[config.mk]
export PLATFORM = sky130hd
export DESIGN_NAME = phys_ram_arbiter_flat
export DESIGN_NICKNAME = d
export VERILOG_FILES = /design/src/rtl/phys_ram_pkg.sv /design/src/rtl/phys_ram_arbiter_if.sv /design/src/rtl/phys_ram_arbiter_rr_arbiter.sv /design/src/rtl/phys_ram_arbiter.sv /design/src/flat_wrapper.sv
export SDC_FILE = /design/constraint.sdc
export NUM_CORES = 1
export LEC_CHECK = 0
export CAP_MARGIN = 10
export CORE_ASPECT_RATIO = 2
export CORE_MARGIN = 8
export CORE_UTILIZATION = 50
export DETAILED_ROUTE_END_ITERATION = 6
export DONT_BUFFER_PORTS = 1
export PLACE_DENSITY = 0.74
export SETUP_SLACK_MARGIN = 0.05
export SLEW_MARGIN = 5
export SYNTH_ARGS = -nofsm -noshare
export SYNTH_HDL_FRONTEND = slang
export SYNTH_SLANG_ARGS = --single-unit
[constraint.sdc]
create_clock -name clk -period 3.34 [get_ports clk]
set_input_delay 0.334 -clock clk [delete_from_list [all_inputs] [get_ports clk]]
set_output_delay 0.334 -clock clk [all_outputs]
set_load 0.005 [all_outputs]
[src/rtl/phys_ram_pkg.sv]
// Shared definitions for the physical RAM arbiter: FSM state encoding,
// default bus widths and the channel-count limit.
package phys_ram_pkg;

   localparam int DEFAULT_ADDR_W = 32;
   localparam int DEFAULT_DATA_W = 32;
   localparam int MAX_NUM_CH     = 8;

   typedef enum logic [1:0] {
      ST_IDLE    = 2'd0,
      ST_ACCESS  = 2'd1,
      ST_CAPTURE = 2'd2,
      ST_ACK     = 2'd3
   } arb_state_e;

   // Index width that stays at least one bit for a single channel.
   function automatic int idx_width(input int n);
      return (n > 1) ? $clog2(n) : 1;
   endfunction

endpackage

[src/rtl/phys_ram_arbiter_if.sv]
// Requester-side and RAM-side bus of the physical RAM arbiter.
// Handshake: a channel holds chReadReq/chWriteReq high until it sees its one-cycle chAck pulse.
interface phys_ram_arbiter_if
   import phys_ram_pkg::*;
#(
   parameter int NUM_CH = 2,
   parameter int ADDR_W = DEFAULT_ADDR_W,
   parameter int DATA_W = DEFAULT_DATA_W
);

   logic [NUM_CH-1:0]        chReadReq;
   logic [NUM_CH-1:0]        chWriteReq;
   logic [NUM_CH*ADDR_W-1:0] chAddress;
   logic [NUM_CH*DATA_W-1:0] chWriteData;
   logic [NUM_CH-1:0]        chAck;
   logic [DATA_W-1:0]        chReadData;
   logic [ADDR_W-1:0]        ramAddress;
   logic                     ramWriteEnable;
   logic [DATA_W-1:0]        ramWrite;
   logic [DATA_W-1:0]        ramRead;

   modport slave (
      input  chReadReq, chWriteReq, chAddress, chWriteData, ramRead,
      output chAck, chReadData, ramAddress, ramWriteEnable, ramWrite
   );

   modport master (
      output chReadReq, chWriteReq, chAddress, chWriteData, ramRead,
      input  chAck, chReadData, ramAddress, ramWriteEnable, ramWrite
   );

endinterface

[src/rtl/phys_ram_arbiter_rr_arbiter.sv]
// Combinational round-robin pick: the first requesting channel after last_grant
// (wrapping) wins; grant_valid is low when nothing is requested.
module rr_arbiter
   import phys_ram_pkg::*;
#(
   parameter int NUM_CH = 2,
   parameter int IDX_W  = idx_width(NUM_CH)
) (
   input  logic [NUM_CH-1:0] req,
   input  logic [IDX_W-1:0]  last_grant,
   output logic [IDX_W-1:0]  grant_idx,
   output logic              grant_valid
);

   // Walk offsets from farthest to nearest so the nearest requester overwrites.
   always_comb begin
      grant_idx   = '0;
      grant_valid = 1'b0;
      for (int off = NUM_CH; off >= 1; off--) begin
         for (int j = 0; j < NUM_CH; j++) begin
            if (req[j] && (j == (int'(last_grant) + off) % NUM_CH)) begin
               grant_idx   = IDX_W'(j);
               grant_valid = 1'b1;
            end
         end
      end
   end

endmodule

[src/rtl/phys_ram_arbiter.sv]
// Multi-channel arbiter in front of a single-port RAM, one access in flight at a time.
// Optional per-channel completion counters are enabled by PHYS_RAM_ARB_STATS_EN.
module phys_ram_arbiter
   import phys_ram_pkg::*;
#(
   parameter int NUM_CH = 2,
   parameter int ADDR_W = DEFAULT_ADDR_W,
   parameter int DATA_W = DEFAULT_DATA_W
) (
   input  logic                 clk,
   input  logic                 reset,
   phys_ram_arbiter_if.slave    bus,
   output arb_state_e           dbg_state
`ifdef PHYS_RAM_ARB_STATS_EN
   ,
   output logic [NUM_CH*16-1:0] grantCount
`endif
);

   localparam int IDX_W = idx_width(NUM_CH);

   arb_state_e        state_q, state_d;
   logic [IDX_W-1:0]  grant_q, grant_d;
   logic [IDX_W-1:0]  last_grant_q, last_grant_d;
   logic              is_write_q, is_write_d;
   logic [NUM_CH-1:0] ch_ack_q, ch_ack_d;
   logic [DATA_W-1:0] ch_read_data_q, ch_read_data_d;
   logic [ADDR_W-1:0] ram_address_q, ram_address_d;
   logic [DATA_W-1:0] ram_write_q, ram_write_d;
   logic              ram_we_q, ram_we_d;

   logic [NUM_CH-1:0] req_any;
   logic [IDX_W-1:0]  pick_idx;
   logic              pick_valid;

   assign req_any = bus.chReadReq | bus.chWriteReq;

   rr_arbiter #(
      .NUM_CH (NUM_CH),
      .IDX_W  (IDX_W)
   ) u_rr (
      .req         (req_any),
      .last_grant  (last_grant_q),
      .grant_idx   (pick_idx),
      .grant_valid (pick_valid)
   );

   always_comb begin
      state_d        = state_q;
      grant_d        = grant_q;
      last_grant_d   = last_grant_q;
      is_write_d     = is_write_q;
      ch_ack_d       = '0;
      ch_read_data_d = ch_read_data_q;
      ram_address_d  = ram_address_q;
      ram_write_d    = ram_write_q;
      ram_we_d       = 1'b0;
      case (state_q)
         ST_IDLE: begin
            if (pick_valid) begin
               grant_d = pick_idx;
               state_d = ST_ACCESS;
               // Write wins when a channel raises both requests.
               for (int j = 0; j < NUM_CH; j++) begin
                  if (pick_idx == IDX_W'(j)) begin
                     is_write_d    = bus.chWriteReq[j];
                     ram_we_d      = bus.chWriteReq[j];
                     ram_address_d = bus.chAddress[j*ADDR_W +: ADDR_W];
                     ram_write_d   = bus.chWriteData[j*DATA_W +: DATA_W];
                  end
               end
            end
         end
         ST_ACCESS: begin
            state_d = ST_CAPTURE;
         end
         ST_CAPTURE: begin
            if (!is_write_q) begin
               ch_read_data_d = bus.ramRead;
            end
            for (int j = 0; j < NUM_CH; j++) begin
               if (grant_q == IDX_W'(j)) begin
                  ch_ack_d[j] = 1'b1;
               end
            end
            state_d = ST_ACK;
         end
         ST_ACK: begin
            last_grant_d = grant_q;
            state_d      = ST_IDLE;
         end
         default: begin
            state_d = ST_IDLE;
         end
      endcase
   end

   always_ff @(posedge clk or negedge reset) begin
      if (!reset) begin
         state_q        <= ST_IDLE;
         grant_q        <= '0;
         last_grant_q   <= IDX_W'(NUM_CH - 1);
         is_write_q     <= 1'b0;
         ch_ack_q       <= '0;
         ch_read_data_q <= '0;
         ram_address_q  <= '0;
         ram_write_q    <= '0;
         ram_we_q       <= 1'b0;
      end else begin
         state_q        <= state_d;
         grant_q        <= grant_d;
         last_grant_q   <= last_grant_d;
         is_write_q     <= is_write_d;
         ch_ack_q       <= ch_ack_d;
         ch_read_data_q <= ch_read_data_d;
         ram_address_q  <= ram_address_d;
         ram_write_q    <= ram_write_d;
         ram_we_q       <= ram_we_d;
      end
   end

   assign bus.chAck          = ch_ack_q;
   assign bus.chReadData     = ch_read_data_q;
   assign bus.ramAddress     = ram_address_q;
   assign bus.ramWrite       = ram_write_q;
   assign bus.ramWriteEnable = ram_we_q;
   assign dbg_state          = state_q;

`ifdef PHYS_RAM_ARB_STATS_EN
   logic [15:0] grant_count_q [NUM_CH];
   logic [15:0] grant_count_d [NUM_CH];

   // Counts on the edge that raises chAck and saturates at all-ones.
   always_comb begin
      for (int j = 0; j < NUM_CH; j++) begin
         grant_count_d[j] = grant_count_q[j];
         if (state_q == ST_CAPTURE && grant_q == IDX_W'(j) && grant_count_q[j] != 16'hFFFF) begin
            grant_count_d[j] = grant_count_q[j] + 16'd1;
         end
      end
   end

   always_ff @(posedge clk or negedge reset) begin
      if (!reset) begin
         for (int j = 0; j < NUM_CH; j++) begin
            grant_count_q[j] <= '0;
         end
      end else begin
         for (int j = 0; j < NUM_CH; j++) begin
            grant_count_q[j] <= grant_count_d[j];
         end
      end
   end

   always_comb begin
      for (int j = 0; j < NUM_CH; j++) begin
         grantCount[j*16 +: 16] = grant_count_q[j];
      end
   end
`endif

endmodule

[src/flat_wrapper.sv]
// flat-port wrapper written by rule: the top's interface ports become plain ports
module phys_ram_arbiter_flat import phys_ram_pkg::*;
#(
   parameter int NUM_CH = 2,
   parameter int ADDR_W = DEFAULT_ADDR_W,
   parameter int DATA_W = DEFAULT_DATA_W
)
  (clk, reset, dbg_state, bus_chReadReq, bus_chWriteReq, bus_chAddress, bus_chWriteData, bus_ramRead, bus_chAck, bus_chReadData, bus_ramAddress, bus_ramWriteEnable, bus_ramWrite);
  phys_ram_arbiter_if #(.NUM_CH(NUM_CH), .ADDR_W(ADDR_W), .DATA_W(DATA_W)) bus_i ();
  input  logic clk;
  input  logic reset;
  output arb_state_e dbg_state;
  input wire logic [$bits(bus_i.chReadReq)-1:0] bus_chReadReq;
  input wire logic [$bits(bus_i.chWriteReq)-1:0] bus_chWriteReq;
  input wire logic [$bits(bus_i.chAddress)-1:0] bus_chAddress;
  input wire logic [$bits(bus_i.chWriteData)-1:0] bus_chWriteData;
  input wire logic [$bits(bus_i.ramRead)-1:0] bus_ramRead;
  output wire logic [$bits(bus_i.chAck)-1:0] bus_chAck;
  output wire logic [$bits(bus_i.chReadData)-1:0] bus_chReadData;
  output wire logic [$bits(bus_i.ramAddress)-1:0] bus_ramAddress;
  output wire logic [$bits(bus_i.ramWriteEnable)-1:0] bus_ramWriteEnable;
  output wire logic [$bits(bus_i.ramWrite)-1:0] bus_ramWrite;
  assign bus_i.chReadReq = bus_chReadReq;
  assign bus_i.chWriteReq = bus_chWriteReq;
  assign bus_i.chAddress = bus_chAddress;
  assign bus_i.chWriteData = bus_chWriteData;
  assign bus_i.ramRead = bus_ramRead;
  assign bus_chAck = bus_i.chAck;
  assign bus_chReadData = bus_i.chReadData;
  assign bus_ramAddress = bus_i.ramAddress;
  assign bus_ramWriteEnable = bus_i.ramWriteEnable;
  assign bus_ramWrite = bus_i.ramWrite;
  phys_ram_arbiter #(.NUM_CH(NUM_CH), .ADDR_W(ADDR_W), .DATA_W(DATA_W)) u_core (.clk(clk), .reset(reset), .bus(bus_i), .dbg_state(dbg_state));
endmodule
==> metrics.csv <==
metric,value,unit
outcome,"complete, no violations",
clock skew,0.00680,ns
post-route cell area,5010,sq um
Slew headroom,39.5,%
hold path start,bus_ramRead[5],
routed via count,3652,
largest cells by area after synthesis,"dfrtp_1 (55%), a31oi_1 (8.6%), mux2_2 (7.8%)",
later-pin clock latency in the skew report,0.34,ns
Crit Path Class,register to register,
Area Growth Syn to Fin,7.95,%
Clock Sinks,104,
GRT overflow,0,
Switch Pwr,2.07,mW
combinational share of power,34.1,%
synthesized area,4650,sq um
DP Area,4690,sq um
Synth Flop Type,dfrtp_1,
Least-Margin Pin Slew,0.904,ns
Critical Path RT,3.60,ns
GRT Util Overall,21.3,%
final cycle utilization of the critical path,63.2,%
Pint,3.24,mW
largest net degree at the start of global routing,105,
Setup TNS Final,0,ns
Die W,84.2,um
worst r2r src,u_core.dbg_state[0]$_DFFE_PN0P_,
CTS Buf Count,9,
Synth area leader,dfrtp_1,
Detailed Routing Iterations Pass 1,5,
"Seq/Total Area, Yosys",56.0,%
die height,152,um
Starting Density,50.5,%
Post-CTS Setup Bufs,0,
Synth top area share,55.5,%
post-synthesis cell count,463,
Synth Register Bits,104,
CTS max path bufs,2,
Synth Warn #,0,
met1 GRT Util,25.2,%
Routed WL per cell,25.9,um
Final setup viols,0,
most frequent cells after synthesis,"dfrtp_1 (103), nor2_1 (66), a21oi_1 (65), o21ai_0 (65), a31oi_1 (64)",
PortBufs,0,
Power Dens Cells,1060,nW/um^2
worst IR drop on VDD,0.406,mV
Vias/cell,6.64,
Max Cap Viol,0,
IO Pins,267,
Final Hold Viols,0,
"CTS clk-pin slew, worst paths",0.07,ns
RSZ-0062 raised after global routing,false,
vias in the first global route,3779,
Post-synth EDFFs,0,
post-layout net count,610,
post-synthesis net count,632,
Mean Syn Cell Area,10.0,sq um
most frequent cell after synthesis,dfrtp_1,
H-tree depth,3,
Post-Route WL,14200,um
CTS tree,built,
Detailed Place HPWL,10400,um
1st-iter DRT viols,205,
# rows,50,
Sw Share,39.0,%
Sequential Power Share,46.9,%
total leakage power,1.98,nW
M3 GR Usage,8.78,%
layout cells sized above 1,15.0,%
Die ar.,12800,sq um
Routed Antenna Nets,0,
final slew viol count,0,
Hold Buf Count CTS,2,
GP Congestion,0.749,
met2 usage,33.3,%
initial antenna violation count,0,
clk root buf,clkbuf_16,
FILL cells,804,
CP Launch Point,u_core.dbg_state[0]$_DFFE_PN0P_,
CP max FO,46,
DRC,0,
global routing's busiest layer,met2,
core area,9200,sq um
first-pass GRT wire length,21700,um
Final min period,2.11,ns
post-CTS sizing,0,
clock network fraction of total power,19.0,%
post-synth cell types,28,
WP data arrival,2.37,ns
Critical Path Source Type,register,
Worst Setup End Kind,register,
ys async rst share,100,%
ant diodes,0,
Hold Crit Class,input pin to register,
Max Fclk,474,MHz
## power by group through the flow
stage	clock [mW]	sequential, mW	combinational [mW]
after floorplan	0	2.31	1.48
after global placement	0	2.52	1.71
after detailed placement	0	2.52	1.80
after CTS	1.03	2.51	1.82
after global routing	1.09	2.58	2.04
final	1.01	2.49	1.81
## through the flow
| step | utilization [%] | instances | setup WS, ns | hold slack, ns | power, mW |
|---|---|---|---|---|---|
| final | 54.5 | 550 | 1.23 | 0.129 | 5.32 |
| after global routing | 54.5 | 550 | 1.07 | 0.120 | 5.71 |
| after CTS | 54.5 | 550 | 1.23 | 0.116 | 5.37 |
| after detailed placement | 51.0 | 532 | 1.25 | 0.0413 | 4.32 |
| after global placement | 51.0 | 532 | 1.32 | 0.0413 | 4.23 |
| after floorplan | - | 463 | 1.71 | 0.0384 | 3.78 |
## layout by cell type, fill, tap and decap left out, types with 2 or more instances in the layout
cell	instances
a21oi_1	65
a31oi_1	64
buf_4	10
clkbuf_16	9
clkbuf_8	2
dfrtp_1	103
ha_1	3
inv_1	2
inv_6	2
mux2_1	2
mux2_2	32
nor2_1	65
o21ai_0	64
## worst max-delay path: stages, from the launching register on
cell and delay, ns:
dfrtp_1 0.44, inv_1 0.11, ha_1 0.29, o41a_2 0.44
buf_4 0.50, nor2_1 0.08, a21oi_1 0.14
## cell type report
class	count	area (sq um)	share of cell area, %
tap	104	130	2.59
clock buffer	11	253	5.04
inverter	2	7.51	0.150
multi-input combinational	312	1870	37.3
sequential	104	2600	51.9
clock inverter	5	38.8	0.773
timing repair buffer	12	113	2.25
## cell families (layout without fill, tap and decap cells)
logic type | count (synthesis) | count (layout) | share of synthesized area [%]
AO/OA/AOI/OAI | 200 | 200 | 24.2
flip-flops | 104 | 104 | 56.0
AND/OR/NAND/NOR | 75 | 75 | 6.49
buffers and inverters | 47 | 30 | 4.23
multiplexers | 34 | 34 | 8.24
adder cells (fa/ha/maj) | 3 | 3 | 0.808
## flip-flops by register name, summed over array words and instances (netlist names)
name,flops
u_core.bus.chAck,2
u_core.bus.chReadData,32
u_core.bus.ramAddress,32
u_core.bus.ramWrite,32
u_core.bus.ramWriteEnable,1
u_core.dbg_state,2
u_core.grant_q,1
u_core.is_write_q,1
u_core.last_grant_q,1
## final timing paths
check | end | slack [ns] | cells past startpoint
max in group asynchronous | u_core.bus.ramAddress[26]$_DFFE_PN0P_ | 2.32 | 2
min in group asynchronous | u_core.bus.chReadData[22]$_DFFE_PN0P_ | 0.57 | 2
setup / recovery | u_core.bus.ramWrite[27]$_DFFE_PN0P_ | 1.23 | 6
hold reg to reg | u_core.bus.chAck[0]$_DFF_PN0_ | 0.48 | 1
setup reg to reg | u_core.bus.ramWrite[27]$_DFFE_PN0P_ | 1.23 | 6
hold / removal | u_core.bus.chReadData[5]$_DFFE_PN0P_ | 0.13 | 1
## per-layer routing
metal,share of wire (%),vias to the layer above
li1,-,1626
met1,36,1745
met2,49,261
met3,13,20
met4,1.9,0
met5,0,-
(Power assumes the default switching activity.)
